**src/rtl/atm_pkg.sv**
```systemverilog
// Shared encodings and widths for the ATM balance arbiter.
package atm_pkg;

    localparam int BAL_W = 8;
    localparam int AMT_W = 6;

    localparam logic [1:0] OP_WD   = 2'd0;
    localparam logic [1:0] OP_DEP  = 2'd1;
    localparam logic [1:0] OP_CHK  = 2'd2;
    localparam logic [1:0] OP_EXIT = 2'd3;

    typedef enum logic [1:0] {
        ST_IDLE  = 2'd0,
        ST_LATCH = 2'd1,
        ST_EXEC  = 2'd2,
        ST_RESP  = 2'd3
    } state_t;

endpackage

```
**src/rtl/rr_pick.sv**
```systemverilog
// Round-robin winner select, combinational (zero latency); the first set req bit at or after rr_ptr wins.
// No backpressure; the winner is one-hot, or zero when no req bit is set.
module rr_pick #(
    parameter int N_REQ = 4,
    parameter int PTR_W = 2
) (
    input  logic [N_REQ-1:0] req,
    input  logic [PTR_W-1:0] rr_ptr,
    output logic [N_REQ-1:0] winner
);

    logic             found;
    logic [PTR_W-1:0] idx;
    int               pos;

    always_comb begin
        winner = '0;
        found  = 1'b0;
        idx    = '0;
        pos    = 0;
        for (int k = 0; k < N_REQ; k++) begin
            // Wrap by subtraction so N_REQ need not be a power of two.
            pos = int'(rr_ptr) + k;
            if (pos >= N_REQ) begin
                pos = pos - N_REQ;
            end
            idx = PTR_W'(pos);
            if (!found && req[idx]) begin
                winner[idx] = 1'b1;
                found       = 1'b1;
            end
        end
    end

endmodule

```
**src/rtl/atm_balance_arbiter.sv**
```systemverilog
// Shared-balance arbiter for N_REQ ATM terminals: IDLE->LATCH->EXEC->RESP, done 3 cycles after req is sampled.
// No backpressure; a terminal holds req level until granted, and the grant holds until the transaction completes.
module atm_balance_arbiter
    import atm_pkg::*;
#(
    parameter logic [7:0] INIT_BAL = 8'd100,
    parameter int         N_REQ    = 4
) (
    input  logic                 clk,
    input  logic                 rst,
    input  logic [N_REQ-1:0]     req,
    input  logic [2*N_REQ-1:0]   op,
    input  logic [6*N_REQ-1:0]   amt,
    output logic [N_REQ-1:0]     gnt,
    output logic                 done,
    output logic                 ok,
    output logic [7:0]           balance,
    output logic                 busy,
    output logic [7:0]           txn_cnt
);

    localparam int PTR_W = (N_REQ > 1) ? $clog2(N_REQ) : 1;

    state_t             state, state_nxt;
    logic [N_REQ-1:0]   pick;
    logic [PTR_W-1:0]   rr_ptr;
    logic [PTR_W-1:0]   ptr_nxt;
    logic [1:0]         op_win, op_q;
    logic [AMT_W-1:0]   amt_win, amt_q;
    logic [BAL_W-1:0]   amt_ext;
    logic [BAL_W:0]     dep_sum;

    rr_pick #(
        .N_REQ (N_REQ),
        .PTR_W (PTR_W)
    ) u_rr_pick (
        .req    (req),
        .rr_ptr (rr_ptr),
        .winner (pick)
    );

    // Slice selection and pointer advance follow the held grant, not live req.
    always_comb begin
        op_win  = '0;
        amt_win = '0;
        ptr_nxt = '0;
        for (int i = 0; i < N_REQ; i++) begin
            if (gnt[i]) begin
                op_win  = op[2*i +: 2];
                amt_win = amt[AMT_W*i +: AMT_W];
                ptr_nxt = (i == N_REQ - 1) ? '0 : PTR_W'(i + 1);
            end
        end
    end

    assign amt_ext = {{(BAL_W - AMT_W){1'b0}}, amt_q};
    assign dep_sum = {1'b0, balance} + {1'b0, amt_ext};
    assign busy    = (state != ST_IDLE);

    always_comb begin
        state_nxt = state;
        case (state)
            ST_IDLE:  if (|req) state_nxt = ST_LATCH;
            ST_LATCH: state_nxt = ST_EXEC;
            ST_EXEC:  state_nxt = ST_RESP;
            ST_RESP:  state_nxt = ST_IDLE;
            default:  state_nxt = ST_IDLE;
        endcase
    end

    always_ff @(posedge clk or posedge rst) begin
        if (rst) begin
            state <= ST_IDLE;
        end else begin
            state <= state_nxt;
        end
    end

    always_ff @(posedge clk or posedge rst) begin
        if (rst) begin
            balance <= INIT_BAL;
            gnt     <= '0;
            done    <= 1'b0;
            ok      <= 1'b0;
            txn_cnt <= '0;
            rr_ptr  <= '0;
            op_q    <= '0;
            amt_q   <= '0;
        end else begin
            done <= 1'b0;
            case (state)
                ST_IDLE: begin
                    if (|req) gnt <= pick;
                end
                ST_LATCH: begin
                    op_q  <= op_win;
                    amt_q <= amt_win;
                end
                // Results land on the EXEC->RESP edge so done/ok/balance are coherent in RESP.
                ST_EXEC: begin
                    done    <= 1'b1;
                    txn_cnt <= txn_cnt + 8'd1;
                    rr_ptr  <= ptr_nxt;
                    case (op_q)
                        OP_WD: begin
                            if (amt_ext <= balance) begin
                                balance <= balance - amt_ext;
                                ok      <= 1'b1;
                            end else begin
                                ok <= 1'b0;
                            end
                        end
                        OP_DEP: begin
                            if (!dep_sum[BAL_W]) begin
                                balance <= dep_sum[BAL_W-1:0];
                                ok      <= 1'b1;
                            end else begin
                                ok <= 1'b0;
                            end
                        end
                        OP_CHK:  ok <= 1'b1;
                        default: ok <= 1'b0;
                    endcase
                end
                ST_RESP: begin
                    gnt <= '0;
                end
                default: ;
            endcase
        end
    end

endmodule

```
**config.mk**
```make
export PLATFORM = sky130hd
export DESIGN_NAME = atm_balance_arbiter
export DESIGN_NICKNAME = d
export VERILOG_FILES = /design/src/rtl/atm_pkg.sv /design/src/rtl/rr_pick.sv /design/src/rtl/atm_balance_arbiter.sv
export SDC_FILE = /design/constraint.sdc
export NUM_CORES = 1
export LEC_CHECK = 0
export CORE_ASPECT_RATIO = 0.9
export CORE_UTILIZATION = 38
export DETAILED_ROUTE_END_ITERATION = 8
export PLACE_DENSITY = 0.66
export SYNTH_ARGS = -nofsm -noshare
export SYNTH_HDL_FRONTEND = slang
export SYNTH_SLANG_ARGS = --single-unit
```
**constraint.sdc**
```tcl
create_clock -name clk -period 2.26 [get_ports clk]
set_clock_uncertainty 0.15 [all_clocks]
set_input_delay 0.339 -clock clk [delete_from_list [all_inputs] [get_ports clk]]
set_output_delay 0.339 -clock clk [all_outputs]
set_load 0.02 [all_outputs]
```
==> impl_metrics.csv, run 1 <==
group,metric,value,unit
drt,drc,0,
timing,fin_crit,2442,ps
yosys,synth_seq_cells,34,
clock_tree,insertion_delay,290,ps
critical_path,crit_fanout,3,
clock_tree,htree_num_levels,2,
layout,multi_input_area,1700,sq um
power_and_ir_drop,max-vdd-ir-drop,0.0007659,V
floorplan,die_w,89.17,um
clock_tree,cts_tree,"done",
min_path,hold_path.class,"input pin to asynchronous set/reset pin",
yosys,postSynthAreaPerCell,8.839,sq um
critical_path,cp.arrival,2510,ps
yosys,synth_top_area_frac,0.2985,
grt,global_route.overflow_total,0,
power_and_ir_drop,pwr-share-comb,0.716,
grt,grt_max_degree,35,
timing,final_max_slew_viol_count,0,
status,violations,"setup timing",
layout,syn_to_final_growth,46.80,%
floorplan,core_area,6586,sq um
layout,fillCellCount,603,
yosys,synthTopCellsByArea,"dfrtp_1, ha_1, nor2_1, a21oi_1, a221oi_1",
yosys,yosysMostFrequentCell,"dfrtp_1",
drt,drt_iter0_markers,97,
place,io_buffers,60,
critical_path,slowest_stage,"dfrtp_1",
drt,drt-wirelength-per-cell,14.28,um
layout,antenna_cells,0,
yosys,netlist_instances,294,
yosys,yosysWarnings,0,
timing,holdWs,290.0,ps
power_and_ir_drop,internal_power,3456,uW
clock_tree,clk_path_buf_depth,2,
status,status,"finished, violations left",
grt,antenna_found_initial,0,
timing,fmax,409.5,MHz
critical_path,crit_type,"flop to flop",
grt,grt_pass1_wl,11050,um
drt,avgViaCountPerCell,5.227,
grt,first_global_vias,2531,
yosys,synth_top_cell_by_area,"dfrtp_1",
yosys,synth_nets,358,
floorplan,die_h,80.46,um
timing,rsz0062_at_grt,"true",
power_and_ir_drop,switching_share,0.4417,
critical_path,path_cells,"ha_4 -> inv_2 -> fa_2 -> or2_1 -> a221oi_2 -> o41ai_2 -> o21ai_2 -> buf_6 -> mux2_4",
yosys,yosys-top-cells-count,"dfrtp_1, nor2_1, ha_1",
floorplan,row_count,28,
timing,hold_viol_final,0,
power_and_ir_drop,finalPower,6191,uW
yosys,ys_seq_area_frac,0.3288,
drt,antenna_left,0,
timing,maxSlewHeadroom,0.5383,
grt,grt_util_all_layers,0.1994,
power_and_ir_drop,leakagePower,0.001645,uW
clock_tree,cts.clk_slew.worst_paths,80,ps
critical_path,cp_num_buf_inv,2,
run,maxCapViolCount,0,
layout,drive_above_1_share,0.2379,
place,gp_congestion,0.9010,
yosys,postSynth.asyncResetShare,1.000,
floorplan,die_area,7174,sq um
critical_path,end_kind,"flop",
drt,vias,2514,
place,hpwl,5042,um
power_and_ir_drop,clkPwrFrac,0.091,
layout,finalNetCount,454,
clock_tree,numCtsBuffers,5,
floorplan,io_pins,61,
power_and_ir_drop,powerDensity,1623,nW/um^2
yosys,synth.distinct_cells,52,
critical_path,required,2320,ps
timing,setup_viol,8,
timing,layout_setup_ws,-182.3,ps
floorplan,initial_core_util,0.3946,
clock_tree,clockRootBuffer,"clkbuf_8",
yosys,synth_area,2599,sq um
critical_path,crit_family,"compound AO/OA/AOI/OAI gates",
timing,tightest_slew,691.2,ps
drt,drt-total-wl,6868,um
timing,period_share,1.081,
clock_tree,cts.sinks,34,
drt,drt-pass1-iter-count,4,
yosys,synth_ff_type,"dfrtp_1",
yosys,synth_edf_count,0,
critical_path,slowest_delay,420,ps
power_and_ir_drop,p_switching,2735,uW
power_and_ir_drop,seqPwrFrac,0.193,
critical_path,startpoint_type,"flop",
layout,seqCellArea,857.1,sq um
-- path summary, 6_finish.rpt --
check,startpoint,to,slack [ps],cells past startpoint
worst min-delay path,rst,op_q[0]$_DFFE_PP0N_,290,3
max in group asynchronous,rst,balance[2]$_DFFE_PP1P_,1330,3
worst max-delay path,amt_q[0]$_DFFE_PP0N_,balance[5]$_DFFE_PP1P_,-180,9
worst min register to register,txn_cnt[7]$_DFFE_PP0P_,txn_cnt[7]$_DFFE_PP0P_,320,1
worst max register to register,amt_q[0]$_DFFE_PP0N_,balance[5]$_DFFE_PP1P_,-180,9
min in group clk,txn_cnt[7]$_DFFE_PP0P_,txn_cnt[7]$_DFFE_PP0P_,320,1
-- logic make-up (layout without fill, tap and decap cells) --
family | Yosys count | in the layout | share of synthesized area
compound gates | 83 | 83 | 0.2263
xor+xnor | 13 | 13 | 0.04381
fa+ha+maj | 26 | 26 | 0.1310
buf+inv | 37 | 134 | 0.06066
flops | 34 | 34 | 0.3288
mux | 8 | 8 | 0.03755
simple gates | 93 | 93 | 0.1719
-- flip-flops by register name (all words and copies together), names as in the netlist --
| signal | count |
|---|---|
| rr_ptr | 2 |
| gnt | 4 |
| op_q | 2 |
| done | 1 |
| txn_cnt | 8 |
| state | 2 |
| amt_q | 6 |
| balance | 8 |
| ok | 1 |
-- area by class of cell --
type                    instances  share of cell area
multi-input cells             223              0.4457
inverters                      20             0.01968
clock buffers                   6             0.01902
flip-flops and latches         34              0.2247
well taps                      90             0.02952
repair buffers                106              0.2516
clock inverters                 2            0.009839
-- cell usage in the layout (no fill, tap or decap), types with 3 or more instances in the layout --
master,instances
xnor2_1,8
nand3_1,6
a31oi_1,4
a221oi_1,9
a21oi_1,20
o21ai_2,3
or3_1,4
clkbuf_8,5
ha_4,3
inv_1,19
nand2_1,17
mux2_2,3
buf_4,43
nor3_1,10
o21ai_0,14
o21ai_1,5
clkdlybuf4s50_1,59
xor2_1,5
nor2_1,29
nor2b_1,13
a221o_1,3
buf_6,3
dfrtp_1,29
a221oi_2,5
dfstp_2,3
ha_1,20
-- layer usage --
layer	GRT usage	part of all wire
met1	0.2588	0.46
met2	0.3229	0.46
met3	0.04008	0.055
met4	0.07937	0.028
met5	0	0
-- worst min-delay path, cell delays in order --
cell and delay [ps]:
clkdlybuf4s50_1 390, inv_1 50, buf_4 380
-- power groups by stage --
stage / combinational [uW] / clock [uW] / sequential [uW]
floorplan: 2400 / 0 / 1400
global placement: 4010 / 0 / 1190
detailed placement: 4070 / 0 / 1190
CTS: 4180 / 573 / 1190
global route: 4880 / 607 / 1240
finish: 4440 / 561 / 1190
-- repair_timing --
| action | CTS | global route |
|---|---|---|
| endpoints found under the hold margin | 0 | 0 |
| hold buffers | 0 | 0 |
| cloned | 0 | 1 |
| endpoints found under the setup margin | 8 | 13 |
| pin swaps | 5 | 4 |
| gates resized for setup | 5 | 21 |
| buffers inserted | 2 | 3 |
-- through the flow --
stage                     area (sq um)  setup slack (ps)    util  TNS, ps  instances
after floorplan                   2651            -71.88       -   -375.6        294
after global placement            3576            -112.2  0.5429   -949.2        467
after detailed placement          3576            -146.9  0.5429    -1233        467
after CTS                         3712            -134.8  0.5636   -788.0        477
after global routing              3815            -289.3  0.5792    -2085        481
final                             3815            -182.3  0.5792   -964.9        481
No activity file was read; power rests on OpenSTA's default activity.
==> run 2, diff against run 1 <==
Clock period 2.26 ns to 2.15 ns, I/O delays scaled along.
==> run 2 against run 1 <==
Net effect: the run still ends with setup timing left; sequential power is 7% higher; first-iteration DRC count is 52% higher; routed wire length is 1.1% higher; non-clock buffer count is 13 higher; count of clock-buffer cells in the layout is 2 higher; largest power group unchanged.
==> impl_metrics.csv, run 2 (same netlist as run 1, synthesis figures left out) <==
group,metric,value,unit
grt,global_route.overflow_total,0,
floorplan,die_w,89.17,um
place,hpwl,5352,um
drt,drc,0,
drt,wl_met3,294,um
layout,antenna_cells,0,
status,status,"finished, violations left",
place,gp_congestion,0.8310,
timing,fmax,409.8,MHz
critical_path,crit_end,"balance[6]$_DFFE_PP1P_",
status,violations,"setup timing",
drt,antenna_left,0,
timing,fin_crit,2440,ps
place,io_buffers,60,
drt,drt-total-wl,6941,um
timing,tightest_slew,677.8,ps
critical_path,reg2reg_to,"balance[6]$_DFFE_PP1P_",
place,placed_cell_area,3672,sq um
critical_path,cp_num_buf_inv,2,
floorplan,die_area,7174,sq um
critical_path,cp-startpoint,"amt_q[0]$_DFFE_PP0N_",
grt,grt_max_degree,35,
timing,rsz0062_at_grt,"true",
layout,final_cell_mix,"clkdlybuf4s50_1, buf_4, nor2_1, dfrtp_1, ha_1",
grt,first_global_vias,2505,
layout,final_common_cell,"clkdlybuf4s50_1",
critical_path,slowest_stage,"dfrtp_1",
power_and_ir_drop,clkPwrFrac,0.082,
clock_tree,cts_tree,"done",
power_and_ir_drop,max-vdd-ir-drop,0.0009075,V
drt,wl_met1,3190,um
layout,finalNetCount,467,
critical_path,startpoint_type,"flop",
drt,drt-pass1-iter-count,4,
floorplan,core_area,6586,sq um
power_and_ir_drop,p_switching,2921,uW
floorplan,row_count,28,
drt,drt_iter0_markers,147,
clock_tree,cts.clk_slew.worst_paths,80,ps
drt,avgViaCountPerCell,5.057,
grt,grt_pass1_wl,11360,um
drt,top_layer,"met4",
layout,fin_area,3915,sq um
critical_path,cp.arrival,2490,ps
timing,final_max_slew_viol_count,0,
drt,met2_length,3365,um
layout,drive_above_1_share,0.2673,
layout,seqCellArea,857.1,sq um
power_and_ir_drop,internal_power,3762,uW
critical_path,crit_type,"flop to flop",
clock_tree,numCtsBuffers,5,
floorplan,die_h,80.46,um
critical_path,r2r_slack,-290,ps
timing,hold_viol_final,0,
floorplan,io_pins,61,
critical_path,slowest_delay,420,ps
critical_path,crit_family,"compound AO/OA/AOI/OAI gates",
power_and_ir_drop,leakagePower,0.001718,uW
timing,period_share,1.135,
critical_path,required,2200,ps
critical_path,path_depth,10,
clock_tree,cts_hold_buffers,0,
drt,drt-wirelength-per-cell,14.05,um
layout,top_regs,"balance (8), txn_cnt (8), amt_q (6)",
drt,vias,2498,
critical_path,end_kind,"flop",
critical_path,ff2ff_path_depth,10,
clock_tree,clk_path_buf_depth,2,
timing,layout_setup_ws,-290.0,ps
layout,fillCellCount,621,
critical_path,worst_path_most_repeated_cell,"a221oi_2",
critical_path,regToRegStartpoint,"amt_q[0]$_DFFE_PP0N_",
critical_path,path_cells,"ha_4 -> inv_2 -> fa_2 -> or2_1 -> a221oi_2 -> o41ai_2 -> o21ai_2 -> buf_4 -> a221oi_2 -> xor2_1",
layout,syn_to_final_growth,50.65,%
timing,maxSlewHeadroom,0.5472,
layout,multi_input_area,1708,sq um
clock_tree,insertion_delay,280,ps
min_path,hold_path.class,"input pin to asynchronous set/reset pin",
timing,setup_viol,9,
grt,grt_util_all_layers,0.2038,
clock_tree,htree_num_levels,2,
grt,antenna_found_initial,0,
power_and_ir_drop,seqPwrFrac,0.190,
run,maxCapViolCount,0,
floorplan,initial_core_util,0.3946,
power_and_ir_drop,powerDensity,1707,nW/um^2
power_and_ir_drop,pwr-share-comb,0.728,
power_and_ir_drop,switching_share,0.4370,
clock_tree,clockRootBuffer,"clkbuf_8",
clock_tree,cts.sinks,34,
layout,utilization,0.5944,
critical_path,crit_fanout,4,
-- run 2: worst min path at each step --
stage,start,endpoint,slack [ps],cells after the start
floorplan,rst,amt_q[0]$_DFFE_PP0N_,310,1
global placement,txn_cnt[7]$_DFFE_PP0P_,txn_cnt[7]$_DFFE_PP0P_,320,1
detailed placement,txn_cnt[7]$_DFFE_PP0P_,txn_cnt[7]$_DFFE_PP0P_,330,1
CTS,rst,balance[4]$_DFFE_PP0P_,300,3
global route,rst,amt_q[5]$_DFFE_PP0N_,340,3
finish,rst,amt_q[5]$_DFFE_PP0N_,300,3
-- run 2: final cells by class --
cell class / instances / share of cell area
Clock buffer: 8 / 0.02812
Inverter: 20 / 0.01981
Tap cell: 90 / 0.02876
Sequential cell: 34 / 0.2189
Multi-Input combinational cell: 223 / 0.4362
Timing Repair Buffer: 119 / 0.2681
-- run 2: worst register-to-register path, delay by kind of cell, from the launching register on --
family          cells  cell delay, ps
flops               1             420
simple gates        1             230
xor+xnor            1             150
compound gates      4             720
buf+inv             2             190
fa+ha+maj           2             490
-- run 2: power by group through the flow --
stage | logic, uW | registers (uW) | clock network (uW)
floorplan | 2580 | 1470 | 0
global placement | 4430 | 1270 | 0
detailed placement | 4490 | 1280 | 0
CTS | 4680 | 1270 | 564
global route | 5320 | 1320 | 598
finish | 4860 | 1270 | 549
-- run 2: per-stage QoR --
step	worst slack [ps]	TNS (ps)	hold slack, ps	total power, uW	std cells
floorplan	-181.9	-1237	311.7	4047	294
global placement	-237.0	-2269	317.5	5696	477
detailed placement	-282.1	-2777	327.8	5770	477
CTS	-243.2	-1758	302.1	6515	488
global route	-384.6	-3012	337.9	7233	494
finish	-290.0	-1988	296.7	6683	494
-- run 2: layer usage --
layer  vias to the layer above  global-route usage
met5                         -                   0
met4                         0             0.05238
met3                         8             0.04008
met2                        53              0.3527
met1                      1176              0.2577
li1                       1261                   -
-- run 2: timing repair --
item                       CTS  global route
pin swaps                    9            10
resized for setup           13             8
buffers inserted             4             6
setup endpoints to repair   10            13
